**config.mk**
```make
export PLATFORM = sky130hd
export DESIGN_NAME = vx_tcu_fedp_seq
export DESIGN_NICKNAME = d
export VERILOG_FILES = /design/src/rtl/vx_tcu_fedp_seq_pkg.sv /design/src/rtl/vx_tcu_fedp_seq.sv
export SDC_FILE = /design/constraint.sdc
export NUM_CORES = 1
export LEC_CHECK = 0
export CAP_MARGIN = 20
export CORE_AREA = 5 5 257 259
export CTS_CLUSTER_SIZE = 10
export DETAILED_ROUTE_END_ITERATION = 8
export DIE_AREA = 0 0 262 264
export PLACE_DENSITY_LB_ADDON = 0.25
export SLEW_MARGIN = 10
export SYNTH_ARGS = -nofsm -noshare
export SYNTH_HDL_FRONTEND = slang
export SYNTH_SLANG_ARGS = --single-unit
export TNS_END_PERCENT = 1
```
**constraint.sdc**
```tcl
create_clock -name clk -period 3.35 [get_ports clk]
set_clock_uncertainty 0.2 [all_clocks]
set_input_delay 0.5025 -clock clk [delete_from_list [all_inputs] [get_ports clk]]
set_output_delay 0.5025 -clock clk [all_outputs]
set_load 0.02 [all_outputs]
```
**src/rtl/vx_tcu_fedp_seq_pkg.sv**
```systemverilog
// rtl/vx_tcu_fedp_seq_pkg.sv - shared tcu constants and sequencer state encoding
package vx_tcu_fedp_seq_pkg;

    localparam int XLEN = 32;

    // Source-format encodings understood by the attached FEDP.
    localparam logic [2:0] FMT_FP16 = 3'd1;
    localparam logic [2:0] FMT_BF16 = 3'd2;
    localparam logic [2:0] FMT_TF32 = 3'd3;

    typedef enum logic [1:0] {
        ST_IDLE  = 2'd0,
        ST_ISSUE = 2'd1,
        ST_WAIT  = 2'd2,
        ST_DONE  = 2'd3
    } state_t;

endpackage

```
**src/rtl/vx_tcu_fedp_seq.sv**
```systemverilog
// rtl/vx_tcu_fedp_seq.sv - multi-step dot-product sequencer around a fixed-latency FEDP
module vx_tcu_fedp_seq
    import vx_tcu_fedp_seq_pkg::*;
#(
    parameter int N         = 4,
    parameter int LATENCY   = 16,
    parameter int MAX_STEPS = 16,
    localparam int SW       = $clog2(MAX_STEPS + 1)
) (
    input  logic              clk,
    input  logic              reset,

    input  logic              req_valid,
    output logic              req_ready,
    input  logic [2:0]        req_fmt_s,
    input  logic [2:0]        req_fmt_d,
    input  logic [SW-1:0]     req_steps,
    input  logic [XLEN-1:0]   req_c,

    input  logic              opd_valid,
    output logic              opd_ready,
    input  logic [N*XLEN-1:0] opd_a,
    input  logic [N*XLEN-1:0] opd_b,

    output logic              rsp_valid,
    input  logic              rsp_ready,
    output logic [XLEN-1:0]   rsp_data,

    output logic              fedp_enable,
    output logic [2:0]        fedp_fmt_s,
    output logic [2:0]        fedp_fmt_d,
    output logic [N*XLEN-1:0] fedp_a_row,
    output logic [N*XLEN-1:0] fedp_b_col,
    output logic [XLEN-1:0]   fedp_c_val,
    input  logic [XLEN-1:0]   fedp_d_val,

    output logic              busy
);

    localparam int CW = (LATENCY > 1) ? $clog2(LATENCY) : 1;
    localparam logic [SW-1:0] MAX_STEPS_W = SW'(MAX_STEPS);
    localparam logic [CW-1:0] CNT_LOAD    = CW'(LATENCY - 1);

    state_t          state;
    state_t          state_nxt;
    logic [2:0]      fmt_s_r;
    logic [2:0]      fmt_d_r;
    logic [SW-1:0]   steps_r;
    logic [SW-1:0]   step_cnt;
    logic [CW-1:0]   cnt;
    logic [XLEN-1:0] acc;

    logic            req_fire;
    logic            opd_fire;
    logic            capture;
    logic            last_step;
    logic [SW-1:0]   steps_clamped;

    assign req_fire      = req_valid && req_ready;
    assign opd_fire      = opd_valid && opd_ready;
    // The FEDP result is only trusted on the cycle our own counter expires;
    // anything still draining from before a reset never lines up with it.
    assign capture       = (state == ST_WAIT) && (cnt == '0);
    assign last_step     = (step_cnt + SW'(1)) == steps_r;
    assign steps_clamped = (req_steps > MAX_STEPS_W) ? MAX_STEPS_W : req_steps;

    // The FEDP free-runs; operands and accumulator are simply passed through
    // and only matter in the issue cycle.
    assign fedp_enable = 1'b1;
    assign fedp_fmt_s  = fmt_s_r;
    assign fedp_fmt_d  = fmt_d_r;
    assign fedp_a_row  = opd_a;
    assign fedp_b_col  = opd_b;
    assign fedp_c_val  = acc;

    assign rsp_data = acc;
    assign busy     = (state != ST_IDLE);

    // State register.
    always_ff @(posedge clk) begin
        if (reset) begin
            state <= ST_IDLE;
        end else begin
            state <= state_nxt;
        end
    end

    // Next-state and handshake outputs.
    always_comb begin
        state_nxt = state;
        req_ready = 1'b0;
        opd_ready = 1'b0;
        rsp_valid = 1'b0;
        case (state)
            ST_IDLE: begin
                req_ready = 1'b1;
                if (req_valid) begin
                    state_nxt = (steps_clamped == '0) ? ST_DONE : ST_ISSUE;
                end
            end
            ST_ISSUE: begin
                opd_ready = 1'b1;
                if (opd_valid) begin
                    state_nxt = ST_WAIT;
                end
            end
            ST_WAIT: begin
                if (capture) begin
                    state_nxt = last_step ? ST_DONE : ST_ISSUE;
                end
            end
            ST_DONE: begin
                rsp_valid = 1'b1;
                if (rsp_ready) begin
                    state_nxt = ST_IDLE;
                end
            end
            default: state_nxt = ST_IDLE;
        endcase
    end

    // Request latch, latency counter, step counter and accumulator.
    always_ff @(posedge clk) begin
        if (reset) begin
            fmt_s_r  <= '0;
            fmt_d_r  <= '0;
            steps_r  <= '0;
            step_cnt <= '0;
            cnt      <= '0;
            acc      <= '0;
        end else begin
            if (req_fire) begin
                fmt_s_r  <= req_fmt_s;
                fmt_d_r  <= req_fmt_d;
                steps_r  <= steps_clamped;
                step_cnt <= '0;
                acc      <= req_c;
            end
            if (opd_fire) begin
                cnt <= CNT_LOAD;
            end else if (state == ST_WAIT && cnt != '0) begin
                cnt <= cnt - CW'(1);
            end
            if (capture) begin
                acc      <= fedp_d_val;
                step_cnt <= step_cnt + SW'(1);
            end
        end
    end

endmodule

```
After elaboration in Yosys (flattened, before gate mapping)
Cells that the tools add are included.

word-level totals
  bits in writable memories = 0
  ROM bits = 0
  memories = 0
  bits in registers = 54
  latch bits = 0

cells by class
  reductions and logical operators = 12
  multiplexer cells = 17
  order comparisons = 1
  bitwise gates (word level) = 0
  divide/modulo/power cells = 0
  eq/ne operators = 8
  add/subtract/negate cells = 2
  multipliers = 0
  shift-type cells = 0

operator list
  kind                                                                 number
  32-bit two-way mux                                                   2
  5-bit two-way mux                                                    3
  2-bit two-way mux                                                    6
  4-bit two-way mux                                                    2
  2-bit inequality test (second input constant)                        4
  2-bit case mux with 4 select lines                                   1
  2-bit nonzero test                                                   3
  5-bit by 1-bit adder with 5-bit output (second input constant)       1
  5-bit == test                                                        1
  5-bit > comparator (second input constant)                           1
  5-bit zero test                                                      1
  2-bit == test (second input constant)                                2
  1-bit logical AND                                                    4
  4-bit zero test                                                      1
  4-bit AND reduction                                                  1
  4-bit nonzero test                                                   1
  4-bit by 1-bit subtractor with 4-bit output (second input constant)  1
  1-bit two-way mux                                                    3
  2-bit by 1-bit == test with 1-bit output (second input constant)     1
  2-bit zero test                                                      1

Depth between registers and ports, before layout
Gate-level depths: netlist of run 1.

  depth after elaboration = 6
  mapped depth = 8
  depth with buffers taken out = 6

Worst setup path after synthesis of run 1
No wires, ideal clock.

  path type = register -> output
  start = reg state[1]
  end = out busy
  path slack = 1603 ps
  cell stages (with the launch flop) = 4
  buffers on the path = 1
  arrival time = 1044 ps
  cell sequence = dfxtp_1 -> buf_4 -> nor2_1 -> inv_1

on the way
  word-level cells in the longest chain between the ends = 1

ends and longest elaborated chain
  item                      line                   RTL
  start: declaration        vx_tcu_fedp_seq.sv:44  state_t state;
  start signal: assignment  vx_tcu_fedp_seq.sv:84  state <= state_nxt;
  2-bit nonzero test        vx_tcu_fedp_seq.sv:77  assign busy = (state != ST_IDLE);
  end: declaration          vx_tcu_fedp_seq.sv:37  output logic busy

Every way passes these cells.

Worst setup path in the final report of run 1
Same ends and word-level chain as after synthesis.

==> impl_metrics.py, run 1 <==
metrics = {
    "drt": {
        "detailroute.via_count": 3234,
        "routed_via_density": 2.47,
        "detail_route.wl_per_cell_um": 15.0,
        "number_of_antenna_violating_nets_in_the_routed_design": 0,
        "detail_route.first_pass.iterations": 4,
        "drt_initial_violations": 150,
        "detail_route.drc_violations": 0,
        "wl_mm": 19.7,
    },
    "worst_setup_path": {
        "setup.reg_to_reg.worst_slack_ns": 1.09,
        "path_class": "reg2out",
        "timing.critical_path.to_type": "primary output",
        "timing.critical_path.arrival_ns": 1.86,
        "crit_path_max_fanout": 12,
        "cp_data_required_time_ns": 2.65,
        "crit_start": "state[1]",
        "regToRegStartpoint": "cnt[0]",
        "crit_path_end": "busy",
        "critical_path.reg2reg.endpoint": "fedp_c_val[19]",
        "critPathLaunchType": "flip-flop",
        "r2r_cells": 7,
    },
    "timing": {
        "tightestPinTransition_ns": 0.935,
        "finalCritPeriodShare_pct": 76.5,
        "final_min_period_ns": 2.56,
        "timing.final.max_slew_violations": 0,
        "final.setup.tns_ns": 0,
        "fmax_mhz": 390,
        "rsz0062_at_grt": "no",
        "setup_viol_count_final": 0,
        "relSlewSlack_pct": 37.7,
        "timing.final.hold_violations": 0,
    },
    "synth": {
        "mappedNetlistNets": 943,
        "synthTopCellsByCount": "buf_4 (293), nand2_1 (87), dfxtp_1 (54), nor2_1 (39), a311oi_2 (30)",
        "synth_seq_cells": 54,
        "postSynth.asyncResetShare_pct": 0,
        "synthesized_area_per_cell_um2": 8.10,
        "synthesis.instances": 605,
        "postSynth.topFlopCell": "dfxtp_1",
        "synthesis.area_um2": 4900,
        "synth-edff-count": 0,
        "number_of_distinct_library_cell_variants_in_the_gate_level_netlist_after_synthesis": 39,
        "ys_top_cells_by_area": "buf_4 (45%), dfxtp_1 (22%), a311oi_2 (9.2%), nand2_1 (6.7%), nor2_1 (3.0%)",
        "synth.yosys.seq_area_share_pct": 22.1,
        "post-synth-top-count-cell": "buf_4",
        "synth_warnings": 0,
        "synth_top_area_cell": "buf_4",
        "netlist.area_leader.share_pct": 44.9,
    },
    "outcome": {
        "outcome": "finished, final reports clean",
    },
    "power": {
        "power-per-cell-area_nw_per_um2": 485,
        "p_leak_nw": 1.56,
        "ir_drop_v": 0.000154,
    },
    "clocking": {
        "postCtsHoldBufs": 0,
        "cts_tree": "built",
        "cts.repair_timing.setup_buffer_count": 0,
        "clkLatencyLatePin_ns": 0.32,
        "clock_path_buffers": 2,
        "cts_repair_resize_count": 0,
        "h_tree_depth": 2,
        "clk_pin_slew_ns": 0.09,
        "number_of_buffers_added_by_the_clock_tree_synthesis_step": 5,
        "clock-root-buffer": "clkbuf_16",
        "tritoncts_num_sinks": 54,
    },
    "floorplan": {
        "top_level_ports": 667,
        "die-height_um": 264,
        "dieArea_um2": 69200,
        "effective_utilization_at_floorplan_pct": 7.70,
        "chipWidth_um": 262,
        "core_area_um2": 63600,
        "num_rows": 93,
    },
    "layout": {
        "net_count_reported_at_finish": 793,
        "syn2layout_area_growth_pct": 9.55,
        "drive_gt1_share_pct": 10.5,
        "sequential_cell_area_um2": 1080,
        "final_non_filler_cells": 1311,
        "antenna-diode-count": 0,
        "fill_cells": 7440,
        "multiInputGateArea_um2": 1470,
    },
    "place": {
        "dpl.hpwl_mm": 15.1,
        "dp.cells": 1303,
        "placement.io_buffers": 153,
        "gpl.final_weighted_congestion": 0.632,
    },
    "hold_path": {
        "hold_path_startpoint": "fedp_fmt_d[0]",
        "worstHoldPathType": "reg2reg",
    },
    "global_route": {
        "grt.overflow.total": 0,
        "grt_max_degree": 55,
        "grt_pass1_wl_mm": 26.5,
        "number_of_global_route_vias_before_repair": 3380,
        "number_of_antenna_violations_at_the_first_check_in_global_routing": 0,
        "grtUsageTotal_pct": 5.43,
    },
    "flow_run": {
        "drv.max_cap_violation_count": 0,
    },
}
[state kept, by name (all words and copies together), names as in the netlist]
| register | cells |
|---|---|
| fedp_fmt_s | 3 |
| fedp_c_val | 32 |
| state | 2 |
| steps_r | 5 |
| fedp_fmt_d | 3 |
| step_cnt | 5 |
| cnt | 4 |
[final cells by class]
type	count	area share (%)
multi-input cells	233	27.3
flip-flops and latches	54	20.1
inverters	5	0.350
clock inverters	2	0.303
well taps	855	19.9
clock buffers	6	2.40
repair buffers	156	29.6
[metrics by stage]
stage | hold slack, ns | instance area [µm²] | setup WS [ns] | util [%] | power [mW]
after floorplan | 0.244 | 4900 | 1.60 | - | 2.01
after global placement | 0.242 | 5220 | 0.905 | 8.21 | 2.05
after detailed placement | 0.253 | 5220 | 0.868 | 8.21 | 2.05
after CTS | 0.271 | 5370 | 0.718 | 8.44 | 2.71
after global routing | 0.285 | 5370 | 0.677 | 8.44 | 2.79
final | 0.264 | 5370 | 0.786 | 8.44 | 2.60
[critical path, cell delays in order (launching register included)]
cell	delay, ns
dfxtp_1	0.69
nor2_1	0.17
inv_1	0.08
clkdlybuf4s50_1	0.60
[layer usage]
metal	wire length (µm)	track usage, %
met2	8470	8.28
met1	6640	5.14
met4	1660	4.59
met5	0	0
met3	2910	3.30
[where the power goes]
| group | total [mW] | leakage (nW) | switching, mW | internal, mW |
|---|---|---|---|---|
| clock network | 0.608 | 0.0675 | 0.324 | 0.284 |
| registers | 0.860 | 0.443 | 0.115 | 0.745 |
| logic | 1.13 | 1.05 | 0.600 | 0.534 |
| total | 2.60 | 1.56 | 1.04 | 1.56 |
[logic make-up (layout without fill, tap and decap cells)]
| family | after synthesis | after routing | share of synthesized area, % |
|---|---|---|---|
| AO/OA/AOI/OAI | 64 | 64 | 13.4 |
| XOR/XNOR | 7 | 7 | 1.25 |
| adder cells (fa/ha/maj) | 2 | 2 | 0.511 |
| buffers and inverters | 318 | 169 | 48.1 |
| flip-flops | 54 | 54 | 22.1 |
| multiplexers | 1 | 1 | 0.230 |
| other | 1 | 1 | 0.0765 |
| AND/OR/NAND/NOR | 158 | 158 | 14.3 |
[worst min-delay path by stage]
| stage | to | depth (start not counted) |
|---|---|---|
| floorplan | steps_r[1] | 2 |
| global placement | fedp_fmt_d[1] | 2 |
| detailed placement | fedp_fmt_s[1] | 2 |
| CTS | steps_r[0] | 2 |
| global route | steps_r[0] | 2 |
| finish | fedp_fmt_d[0] | 2 |
[placed cells by master (no fill, tap or decap), types with 2 or more instances in the layout]
master / instances
dfxtp_1: 54
nor2_1: 39
xnor2_1: 4
a221oi_1: 2
nand3_1: 2
nand2b_1: 3
clkbuf_16: 5
nand2_1: 87
o21ai_0: 3
clkdlybuf4s50_1: 152
buf_12: 3
a21oi_1: 21
and3_1: 3
ha_1: 2
nand3b_1: 7
a311oi_1: 2
xor2_1: 3
nor3_1: 6
a311oi_2: 30
inv_1: 5
(Power assumes the default switching activity.)
==> run 2, diff against run 1 <==
--- a/config.mk
+++ b/config.mk
@@ -6,10 +6,10 @@
 export NUM_CORES = 1
 export LEC_CHECK = 0
 export CAP_MARGIN = 20
-export CORE_AREA = 5 5 257 259
+export CORE_AREA = 5 5 255 257
 export CTS_CLUSTER_SIZE = 10
 export DETAILED_ROUTE_END_ITERATION = 8
-export DIE_AREA = 0 0 262 264
+export DIE_AREA = 0 0 260 262
 export PLACE_DENSITY_LB_ADDON = 0.25
 export SLEW_MARGIN = 10
 export SYNTH_ARGS = -nofsm -noshare
==> constraint.sdc (replaced) <==
create_clock -name clk -period 2.2 [get_ports clk]
set_clock_uncertainty 0.2 [all_clocks]
set_input_delay 0.33 -clock clk [delete_from_list [all_inputs] [get_ports clk]]
set_output_delay 0.33 -clock clk [all_outputs]
set_load 0.02 [all_outputs]
==> run 2 against run 1 <==
Effect of this change:
- clock power rose by 71%
- sequential share of layout area fell by 0.51 points
- setup slack got worse by 0.68 ns
- sequential power rose by 51%
- critical path type unchanged
- via count rose by 1.5%
- non-clock buffer count rose by 13
- global-route usage barely moved
- register-to-register slack got worse by 0.88 ns
==> impl_metrics.py, run 2 (synthesis results as in run 1) <==
metrics = {
    "outcome": {
        "outcome": "finished, final reports clean",
    },
    "worst_setup_path": {
        "critical_path.top_delay_family": "buffers and inverters",
        "path_class": "reg2out",
        "cp.buffers_inverters": 2,
        "worst_path_max_delay_cell": "clkdlybuf4s50_1",
        "critPathLaunchType": "flip-flop",
        "crit_path_max_fanout": 9,
        "worstPathCellList": "nor2_2 > inv_1 > clkdlybuf4s50_1",
        "timing.critical_path.to_type": "primary output",
        "slowest_delay_ns": 0.60,
        "timing.critical_path.arrival_ns": 1.56,
        "cp_data_required_time_ns": 1.67,
    },
    "layout": {
        "drive_gt1_share_pct": 14.1,
        "most-common-layout-cells": "clkdlybuf4s50_1 (149), nand2_1 (87), dfxtp_1 (52)",
        "net_count_reported_at_finish": 806,
        "leading_cell_type_in_the_layout_fill_and_taps_excluded": "clkdlybuf4s50_1",
        "antenna-diode-count": 0,
        "syn2layout_area_growth_pct": 12.6,
        "largest_register_ff_count": 32,
    },
    "timing": {
        "timing.final.max_slew_violations": 0,
        "final.setup.tns_ns": 0,
        "rsz0062_at_grt": "no",
        "setup_viol_count_final": 0,
        "timing.final.hold_violations": 0,
        "finalWorstSetupSlack_ns": 0.108,
        "fmax_mhz": 478,
        "finalCritPeriodShare_pct": 95.1,
        "final_min_period_ns": 2.09,
    },
    "clocking": {
        "clock_path_buffers": 2,
        "clock-root-buffer": "clkbuf_16",
        "clk_pin_slew_ns": 0.08,
        "h_tree_depth": 2,
        "number_of_buffers_added_by_the_clock_tree_synthesis_step": 5,
        "postCtsHoldBufs": 0,
        "tritoncts_num_sinks": 54,
        "cts_tree": "built",
        "clkLatencyLatePin_ns": 0.33,
    },
    "global_route": {
        "number_of_global_route_vias_before_repair": 3280,
        "grt_pass1_wl_mm": 25.8,
        "grt.overflow.total": 0,
        "grtUsageTotal_pct": 5.42,
        "grt_max_degree": 25,
        "number_of_antenna_violations_at_the_first_check_in_global_routing": 1,
    },
    "power": {
        "ir_drop_v": 0.000292,
        "power-per-cell-area_nw_per_um2": 751,
        "p_leak_nw": 1.66,
    },
    "drt": {
        "drt_initial_violations": 152,
        "routed_via_density": 2.50,
        "detail_route.first_pass.iterations": 4,
        "detailroute.via_count": 3284,
        "detail_route.drc_violations": 0,
        "number_of_antenna_violating_nets_in_the_routed_design": 0,
        "wl_mm": 19.8,
        "detail_route.wl_per_cell_um": 15.1,
    },
    "place": {
        "gpl.final_weighted_congestion": 0.700,
        "dpl.hpwl_mm": 15.6,
        "placement.io_buffers": 153,
        "dp_worst_setup_slack_ns": 0.0418,
    },
    "floorplan": {
        "chipWidth_um": 260,
        "die-height_um": 262,
        "top_level_ports": 667,
        "num_rows": 92,
        "effective_utilization_at_floorplan_pct": 7.84,
        "core_area_um2": 62500,
        "dieArea_um2": 68100,
    },
    "hold_path": {
        "worstHoldPathType": "in2reg",
    },
    "flow_run": {
        "drv.max_cap_violation_count": 0,
    },
}
[run 2: changes by cell type in the layout (fill, tap and decap cells not counted), sizes merged]
cell and change:
buf +14, clkdlybuf4s50 -3, dlygate4sd2 +2, bufinv +1, clkbuf -1, clkinv +1
clkinvlp -1
[run 2: cell type report]
cell class                      instances  area (µm²)
Timing Repair Buffer                  169        1720
Sequential cell                        54        1080
Clock buffer                            5         125
Multi-Input combinational cell        233        1470
Inverter                                5        18.8
Clock inverter                          3        47.5
Tap cell                              846        1060
Fill cell                            7251       57000
[run 2: worst reg2reg max path: stages (launching register included)]
cell and delay (ns):
dfxtp_1 0.38, ha_1 0.31, o21ba_2 0.22, a221oi_1 0.28
o2111ai_1 0.22, a221oi_1 0.28
[run 2: per-layer routing]
metal,GRT usage [%],part of all wire (%)
met3,4.25,17
met5,0,0
met1,4.92,32
met4,3.85,6.4
met2,8.26,44
[run 2: where the power goes]
group          total (mW)  switching (mW)  internal, mW
sequential           1.30           0.165          1.14
combinational        1.81           0.937         0.870
clock                1.04           0.491         0.548
[run 2: what timing repair did]
item                       CTS  global route
setup buffers                0             0
resized for setup            5             0
setup endpoints to repair    3             0
hold endpoints to repair     0             0
[run 2: metrics by stage]
stage                     power (mW)  cells  utilization, %  cell area [µm²]  hold WS [ns]
after floorplan                 3.06    605               -             4900         0.244
after global placement          3.17   1307            8.55             5350         0.244
after global routing            4.42   1315            8.83             5520         0.201
after CTS                       4.30   1315            8.83             5520         0.181
final                           4.15   1315            8.83             5520         0.208
after detailed placement        3.18   1307            8.55             5350         0.249
[run 2: final timing paths]
| kind | cells past startpoint | slack, ns | startpoint | to |
|---|---|---|---|---|
| max | 3 | 0.11 | state[1] | busy |
| min | 2 | 0.21 | reset | cnt[2] |
| max reg2reg | 5 | 0.21 | step_cnt[0] | state[1] |
| min reg2reg | 2 | 0.26 | fedp_fmt_d[0] | fedp_fmt_d[0] |
